==> config.mk <==
export PLATFORM = sky130hd
export DESIGN_NAME = alu_sequencer
export DESIGN_NICKNAME = d
export VERILOG_FILES = /design/src/rtl/alu_sequencer.sv
export SDC_FILE = /design/constraint.sdc
export NUM_CORES = 1
export LEC_CHECK = 0
export ABC_AREA = 1
export CORE_MARGIN = 2
export CORE_UTILIZATION = 41
export CTS_BUF_LIST = sky130_fd_sc_hd__clkbuf_16
export DETAILED_ROUTE_END_ITERATION = 12
export GPL_TIMING_DRIVEN = 1
export PLACE_DENSITY_LB_ADDON = 0.12
export SLEW_MARGIN = 25
export SYNTH_ARGS = -nofsm -noshare
export SYNTH_HDL_FRONTEND = slang
export SYNTH_SLANG_ARGS = --single-unit
==> constraint.sdc <==
create_clock -name clk -period 1.3 [get_ports clk]
set_input_delay 0.325 -clock clk [delete_from_list [all_inputs] [get_ports clk]]
set_output_delay 0.325 -clock clk [all_outputs]
set_load 0.02 [all_outputs]
==> src/rtl/alu_sequencer.sv <==
// Sequences one command through an external combinational ALU; ALU_SEQ_STICKY_FLAGS_EN adds sticky_flags.
// Latency: rsp_valid rises three cycles after the command cycle; 1 cmd / 4 cycles, RESP holds until rsp_ready.
module alu_sequencer #(
  parameter int DATA_W  = 8,
  parameter int SHAMT_W = 5
) (
  input  logic               clk,
  input  logic               rst,
  input  logic               cmd_valid,
  output logic               cmd_ready,
  input  logic [1:0]         cmd_aluop,
  input  logic [5:0]         cmd_func,
  input  logic [DATA_W-1:0]  cmd_a,
  input  logic [DATA_W-1:0]  cmd_b,
  input  logic [SHAMT_W-1:0] cmd_shamt,
  output logic [1:0]         alu_aluop,
  output logic [5:0]         alu_func,
  output logic [DATA_W-1:0]  alu_ina,
  output logic [DATA_W-1:0]  alu_inb,
  output logic [SHAMT_W-1:0] alu_shamt,
  input  logic [DATA_W-1:0]  alu_out,
  input  logic               alu_cr,
  input  logic               alu_ov,
  input  logic               alu_ng,
  input  logic               alu_zr,
  output logic               rsp_valid,
  input  logic               rsp_ready,
  output logic [DATA_W-1:0]  rsp_data,
  output logic [3:0]         rsp_flags,
  output logic [7:0]         op_count
`ifdef ALU_SEQ_STICKY_FLAGS_EN
  ,
  output logic [3:0]         sticky_flags
`endif
);

  typedef enum logic [1:0] {IDLE, ISSUE, CAPTURE, RESP} state_t;

  state_t state;

  // The alu_* outputs are the operand registers themselves, so they only move on acceptance.
  always_ff @(posedge clk) begin
    if (rst) begin
      state     <= IDLE;
      cmd_ready <= 1'b1;
      rsp_valid <= 1'b0;
      rsp_data  <= '0;
      rsp_flags <= '0;
      op_count  <= '0;
      alu_aluop <= '0;
      alu_func  <= '0;
      alu_ina   <= '0;
      alu_inb   <= '0;
      alu_shamt <= '0;
    end else begin
      case (state)
        IDLE: begin
          if (cmd_valid && cmd_ready) begin
            alu_aluop <= cmd_aluop;
            alu_func  <= cmd_func;
            alu_ina   <= cmd_a;
            alu_inb   <= cmd_b;
            alu_shamt <= cmd_shamt;
            cmd_ready <= 1'b0;
            state     <= ISSUE;
          end
        end
        ISSUE: begin
          state <= CAPTURE;
        end
        CAPTURE: begin
          rsp_data  <= alu_out;
          rsp_flags <= {alu_cr, alu_ov, alu_ng, alu_zr};
          rsp_valid <= 1'b1;
          state     <= RESP;
        end
        RESP: begin
          if (rsp_ready) begin
            rsp_valid <= 1'b0;
            cmd_ready <= 1'b1;
            op_count  <= op_count + 8'd1;
            state     <= IDLE;
          end
        end
        default: begin
          state <= IDLE;
        end
      endcase
    end
  end

`ifdef ALU_SEQ_STICKY_FLAGS_EN
  always_ff @(posedge clk) begin
    if (rst) begin
      sticky_flags <= '0;
    end else if (state == CAPTURE) begin
      sticky_flags <= sticky_flags | {alu_cr, alu_ov, alu_ng, alu_zr};
    end
  end
`endif

endmodule
# Yosys cells after proc, flatten, opt, wreduce, memory -nomap -nowiden
# Cells that the tools add are included.
[word_totals]
out_inout_bits = 51
register_bits = 53
wordCells = 34
inputBits = 45
[op_classes]
muxes = 8
addsub = 1
eq_ne = 5
n_reduce_logical = 9
[op_table]
columns = ["op", "n"]
rows = [
  ["8-bit by 1-bit adder with 8-bit output (second input constant)", 1],
  ["2-bit one-hot mux with 4 select lines", 1],
  ["2-bit AND reduction", 4],
  ["2-bit == test (second input constant)", 2],
  ["2-bit 2-to-1 mux", 2],
  ["2-bit != test (second input constant)", 2],
  ["1-bit one-hot mux with 2 select lines", 2],
  ["2-bit nonzero test", 2],
  ["1-bit 2-to-1 mux", 3],
  ["3-bit AND reduction", 1],
  ["2-bit by 1-bit == test with 1-bit output (second input constant)", 1],
  ["2-bit zero test", 1],
  ["1-bit logical AND", 1],
]

# Logic depth before layout (Yosys ltp)
# Gate-level depths: netlist (run 1).
[logic_depth]
ltp_word = 3
depth_mapped = 8
ltp_nobuf = 8

# Least setup slack after synthesis (run 1)
# Ideal clock, no wire load.
[synth_path]
path_kind = "reg-to-reg"
from = "reg state[0]"
to = "reg alu_ina[0]"
arrival_ps = 1074
stages_incl_launch_ff = 6
path_slack_ps = 97
t_required_ps = 1172
synth_period_minus_slack_ps = 1203
cell_sequence = "dfxtp_1 inv_1 ha_1 nand3_2 clkbuf_1 a21oi_1"
[synth_between]
elab_chain_cells = 2
[synth_rtl]
columns = ["item", "line_no", "rtl"]
rows = [
  ["start, declared", "39", "state_t state;"],
  ["start signal, assigned", "44", "state <= IDLE;"],
  ["start signal, assigned", "65", "state <= ISSUE;"],
  ["start signal, assigned", "69", "state <= CAPTURE;"],
  ["2-bit zero test", "56", "case (state)"],
  ["2-bit AND reduction (no line)", "n/a", ""],
  ["end signal, assigned", "61", "alu_ina <= cmd_a;"],
  ["end, declared", "18", "output logic [DATA_W-1:0] alu_ina,"],
]
# No other way between the ends.
# A chain may end at the register's enable or synchronous reset.

# Final worst setup path (run 1)
[layout_path]
from = "reg alu_inb[0]"
to = "out alu_inb[0]"
[layout_lines]
columns = ["item", "line_no", "rtl"]
rows = [
  ["start, declared", "19", "output logic [DATA_W-1:0] alu_inb,"],
  ["start signal, assigned", "62", "alu_inb <= cmd_b;"],
]
# No word-level cell between the ends.

==> reports/results.ini, run 1 <==
[run_status]
status=finished with violations
violations=negative setup slack

[synthesis]
avgSynthCellArea_um2=7.65
yosysWarningCount=0
syn_nets=321
syn_area_um2=2070
ys_seq_area_frac=0.512
synth_cells=271
ys_types=20
yosys_register_bits=53

[sta]
worst_pin_slew_ns=0.262
fin_ws_ns=-0.0175
finalCriticalPeriod_ns=1.32
finalCritPeriodShare=1.01
slew_viol_final=0
max_freq_mhz=759
hold_violations=0
rsz0062_at_grt=yes
finClkSkew_ns=0.00309
setup_viol=1
relSlewSlack=0.826

[cts]
ctsHtreeMaxLevel=2
cts_made_buffers=5
cts.sinks=53
clkLatencyLatePin_ns=0.28
cts_max_path_buffers=2
cts-root-buf=clkbuf_16
hold_buffers=0
path_clk_slew_ns=0.07
post_cts_buffers=0
cts_tree=built

[worst_setup_path]
required_ns=0.98
cp_slowest_cell=dlygate4sd2_1
cp_num_buf_inv=1
worstPathArrival_ns=0.99
worstSetupStartpointType=flop
cpPeakStageDelay_ns=0.37
crit_path_end_kind=primary output
crit_type=flop to primary output
cp_max_fo=2
crit_chain=dlygate4sd2_1
crit_family=buffers and inverters

[floorplanning]
die_h_um=75.1
fp.coreArea_um2=4790
chipWidth_um=75.1
start_util=0.433
io_pins=96
die-area_um2=5640
row_count=25

[final_layout]
fin_area_um2=3380
area_growth_pct=63.1
antennaDiodeCount=0
fillCellCount=397
drive_gt1_frac=0.106
nets=428
finalNonFillerCells=446

[drt]
routedWlPerCell_um=11.9
num_vias=2057
drt-initial-drc-count=94
ant_nets=0
drtPass1Iterations=4
wl_um=5300
drcViolationCount=0
vias_per_cell=4.61

[power_and_ir_drop]
cellLeakagePower_nw=1.50
power.density_nw_per_um2=1840
peakVddDrop_v=0.00105

[job]
max_cap_violations=0

[placed_design]
dp_hpwl_um=3610
place_inst=436
post_dp_cell_area_um2=3200
place_ws_ns=-0.196
port_buffers=95
gp_congestion=0.811

[global_route]
grt_use_total=0.186
grt_pass1_wl_um=8180
grt_pass1_vias=1898
grt_max_degree=31
grt_antenna_before_repair=0
grt_overflow=0

[min_path]
hp-class=flop to flop

==> power by group <==
part / switching (mW) / leakage, nW / internal [mW] / total (mW)
Clock: 0.571 / 0.0712 / 0.707 / 1.28
Combinational: 1.47 / 0.988 / 1.14 / 2.61
Sequential: 0.235 / 0.436 / 2.09 / 2.32
==> cell usage after synthesis, drive strengths merged <==
| master | instances | area (um2) |
|---|---|---|
| nor2 | 43 | 171 |
| nand2 | 22 | 85.1 |
| nand4 | 1 | 6.26 |
| inv | 47 | 176 |
| clkbuf | 7 | 26.3 |
| buf | 6 | 41.3 |
| ha | 5 | 62.6 |
| dfxtp | 53 | 1060 |
| o21ai | 44 | 220 |
| a21oi | 34 | 170 |
| nand3 | 7 | 40.0 |
| nor3 | 1 | 5.00 |
| o21a | 1 | 7.51 |
==> final cells by class <==
| type | count | area [um2] | share of cell area |
|---|---|---|---|
| timing repair buffer | 113 | 1120 | 0.333 |
| sequential | 53 | 1060 | 0.314 |
| multi-input combinational | 158 | 791 | 0.234 |
| inverter | 47 | 176 | 0.0522 |
| clock buffer | 5 | 125 | 0.0370 |
| tap | 67 | 83.8 | 0.0248 |
| clock inverter | 3 | 17.5 | 0.00518 |
==> state kept, by name, indices dropped and copies added (netlist names) <==
register / cells
rsp_valid: 1
alu_shamt: 5
rsp_data: 8
alu_ina: 8
alu_aluop: 2
alu_func: 6
alu_inb: 8
cmd_ready: 1
state: 2
rsp_flags: 4
op_count: 8
==> metrics by stage <==
| stage | hold slack [ns] | setup TNS (ns) | utilization | power (mW) |
|---|---|---|---|---|
| global route | 0.460 | -0.0546 | 0.707 | 6.59 |
| detailed placement | 0.433 | -6.32 | 0.668 | 4.95 |
| global placement | 0.429 | -5.19 | 0.668 | 4.89 |
| finish | 0.441 | -0.0175 | 0.707 | 6.21 |
| floorplan | 0.404 | 0 | - | 3.71 |
| CTS | 0.441 | 0 | 0.694 | 6.06 |
==> layout by cell type, fill, tap and decap left out, types with 3 or more instances in the layout <==
cell	n
ha_1	3
nor2_1	41
clkbuf_2	5
inv_1	45
buf_12	3
clkbuf_16	6
o21ai_1	13
a21oi_1	34
dlygate4sd2_1	9
clkdlybuf4s15_1	37
o21ai_0	31
nand2_1	21
clkdlybuf4s50_1	44
buf_4	13
dfxtp_1	51
nand3_1	6
==> layer usage <==
metal | up-vias | share of wire | global-route usage
li1 | 1070 | - | -
met1 | 913 | 0.44 | 0.231
met2 | 68 | 0.48 | 0.320
met3 | 6 | 0.063 | 0.0455
met4 | 0 | 0.015 | 0.0536
met5 | - | 0 | 0
==> worst reg2reg max path: cells and delay by family (launching register included) <==
| family | cells | cell delay, ns |
|---|---|---|
| fa+ha+maj | 1 | 0.16 |
| compound gates | 2 | 0.21 |
| flops | 1 | 0.34 |
| simple gates | 1 | 0.13 |
| buf+inv | 2 | 0.32 |
==> worst paths after layout <==
| path | startpoint | endpoint | slack (ns) | depth (start not counted) |
|---|---|---|---|---|
| min reg2reg | alu_inb[7]$_SDFFE_PP0P_ | alu_inb[7]$_SDFFE_PP0P_ | 0.44 | 2 |
| max | alu_inb[0]$_SDFFE_PP0P_ | alu_inb[0] | -0.02 | 1 |
| min | alu_inb[7]$_SDFFE_PP0P_ | alu_inb[7]$_SDFFE_PP0P_ | 0.44 | 2 |
| max reg2reg | state[1]$_SDFFE_PP0P_ | alu_ina[1]$_SDFFE_PP0P_ | 0.04 | 6 |
==> timing repair <==
item / in CTS / in global routing
cloned: 1 / 1
endpoints found under the setup margin: 63 / 80
gates resized for setup: 61 / 58
pin swaps: 0 / 1
==> logic make-up (layout without fill, tap and decap cells) <==
| kind of cell | count (synthesis) | in the layout | synth area share |
|---|---|---|---|
| buf+inv | 60 | 168 | 0.118 |
| simple gates | 74 | 74 | 0.148 |
| compound gates | 79 | 79 | 0.192 |
| fa+ha+maj | 5 | 5 | 0.0302 |
| flops | 53 | 53 | 0.512 |
(Power assumes the default switching activity.)
==> run 2: changes to the inputs <==
--- a/config.mk
+++ b/config.mk
@@ -6,9 +6,12 @@
 export NUM_CORES = 1
 export LEC_CHECK = 0
 export ABC_AREA = 1
+export CELL_PAD_IN_SITES_DETAIL_PLACEMENT = 2
+export CELL_PAD_IN_SITES_GLOBAL_PLACEMENT = 2
 export CORE_MARGIN = 2
-export CORE_UTILIZATION = 41
+export CORE_UTILIZATION = 21
 export CTS_BUF_LIST = sky130_fd_sc_hd__clkbuf_16
+export CTS_CLUSTER_DIAMETER = 40
 export DETAILED_ROUTE_END_ITERATION = 12
 export GPL_TIMING_DRIVEN = 1
 export PLACE_DENSITY_LB_ADDON = 0.12
==> run 2 against run 1 <==
  * The flow still finishes with violations (negative setup slack)
  * Sequential share of layout area fell by 2.3 points
  * First-iteration DRC count fell by 84%
  * Cell count rose by 16%
  * Die area rose by 89%
  * Via count rose by 5.3%
  * Worst hold slack got worse by 0.00063 ns
  * Power rose by 11%
  * Fmax rose by 0.67%
  * Highest routed layer unchanged
  * Sequential power rose by 2%
  * Routed wire length rose by 36%
  * Critical path depth rose by 5
  * Cell area rose by 8.1%
==> reports/results.ini, run 2 (synthesized netlist as in run 1, its figures left out) <==
[run_status]
status=finished with violations
violations=negative setup slack

[worst_setup_path]
cp_slowest_cell=dfxtp_2
crit_path_end_kind=flop
worstPathArrival_ns=1.50
required_ns=1.49
worstSetupStartpointType=flop
crit_type=flop to flop
cp_max_fo=7
cpPeakStageDelay_ns=0.35
crit_chain=inv_2 -> ha_4 -> nand3_4 -> clkbuf_16 -> o21ai_2 -> a21oi_1

[drt]
wl_um=7220
num_vias=2166
drcViolationCount=0
drt-initial-drc-count=15
vias_per_cell=4.18
drtPass1Iterations=2
ant_nets=0
routedWlPerCell_um=13.9

[global_route]
grt_overflow=0
grt_use_total=0.132
grt_antenna_before_repair=0
grt_pass1_vias=2208
grt_max_degree=30
grt_pass1_wl_um=11000

[sta]
hold_violations=0
rsz0062_at_grt=yes
slew_viol_final=0
finalCriticalPeriod_ns=1.31
finClkSkew_ns=0.00634
finalCritPeriodShare=1.01
worst_pin_slew_ns=0.229
max_freq_mhz=764
fin_ws_ns=-0.00872
setup_viol=1
setup_tns_ns=-0.00872
relSlewSlack=0.848

[floorplanning]
die_h_um=103
start_util=0.214
io_pins=96
chipWidth_um=103
fp.coreArea_um2=9680
die-area_um2=10700
row_count=36

[final_layout]
nets=434
fin_area_um2=3660
antennaDiodeCount=0
final_common_cell=dfxtp_1
final_cell_mix=dfxtp_1 (51), inv_1 (45), clkdlybuf4s50_1 (42)
drive_gt1_frac=0.268
fillCellCount=1099
area_growth_pct=76.4
finalNonFillerCells=518

[placed_design]
post_dp_cell_area_um2=3290
port_buffers=95
gp_congestion=0.689
dp_hpwl_um=4700
place_inst=504

[power_and_ir_drop]
peakVddDrop_v=0.000625
cellLeakagePower_nw=1.59
power.density_nw_per_um2=1880

[cts]
cts_made_buffers=5
cts_tree=built
ctsHtreeMaxLevel=2
cts.sinks=53
path_clk_slew_ns=0.07
clkLatencyLatePin_ns=0.30
cts_max_path_buffers=2
cts-root-buf=clkbuf_16

[job]
max_cap_violations=0

[min_path]
hp-class=flop to flop

-- run 2: changes by cell type in the layout (fill, tap and decap cells not counted), sizes merged --
| cell | before | now |
|---|---|---|
| buf | 17 | 23 |
| bufinv | 0 | 1 |
| clkbuf | 11 | 30 |
| clkdlybuf4s15 | 37 | 25 |
| clkdlybuf4s50 | 44 | 42 |
| clkinv | 3 | 1 |
| dlygate4sd2 | 9 | 2 |
| dlymetal6s2s | 0 | 2 |
| inv | 47 | 48 |
-- run 2: cell type report --
type	count	area, um2	area share
tap	133	166	0.0455
multi-input combinational	158	952	0.260
timing repair buffer	119	1130	0.309
inverter	47	179	0.0489
sequential	53	1070	0.291
clock inverter	3	37.5	0.0103
clock buffer	5	125	0.0342
-- run 2: stage by stage --
step,util,hold slack (ns),worst slack [ns],total power [mW]
2_1_floorplan,-,0.404,0.0971,3.71
3_3_place_gp,0.340,0.430,-0.202,4.98
3_5_place_dp,0.340,0.437,-0.252,5.06
4_1_cts,0.363,0.446,-0.0131,6.64
5_1_grt,0.378,0.467,-0.0626,7.35
6_report,0.378,0.441,-0.00872,6.88
-- run 2: per-layer routing --
metal	vias to the layer above	GRT usage	routed length, um
met3	6	0.0296	291
met1	1032	0.161	3210
met2	50	0.234	3650
met4	0	0.0304	72
met5	-	0	0
li1	1078	-	-
-- run 2: where the power goes --
group	total [mW]	switching (mW)	internal [mW]	leakage [nW]
sequential	2.36	0.266	2.09	0.436
combinational	3.00	1.71	1.29	1.07
clock	1.52	0.624	0.898	0.0826
-- run 2: what timing repair did --
action,4_1_cts,5_1_grt
hold buffers,0,0
endpoints found under the setup margin,82,91
endpoints found under the hold margin,0,0
pin swaps,0,4
gates cloned,2,2
resized for setup,83,123
setup buffers,1,1
-- run 2: final timing paths --
check                                               from                  endpoint  slack (ns)  cells after the start
worst min-delay path            alu_func[2]$_SDFFE_PP0P_  alu_func[2]$_SDFFE_PP0P_        0.44                      2
worst max-delay path               state[1]$_SDFFE_PP0P_   alu_ina[7]$_SDFFE_PP0P_      -0.009                      6
worst min register to register  alu_func[2]$_SDFFE_PP0P_  alu_func[2]$_SDFFE_PP0P_        0.44                      2
worst max register to register     state[1]$_SDFFE_PP0P_   alu_ina[7]$_SDFFE_PP0P_      -0.009                      6
-- run 2: worst max-delay path, delay by kind of cell (launching register included) --
| family | cells | cell delay, ns |
|---|---|---|
| buf+inv | 2 | 0.34 |
| compound gates | 2 | 0.18 |
| simple gates | 1 | 0.18 |
| fa+ha+maj | 1 | 0.15 |
| flops | 1 | 0.35 |
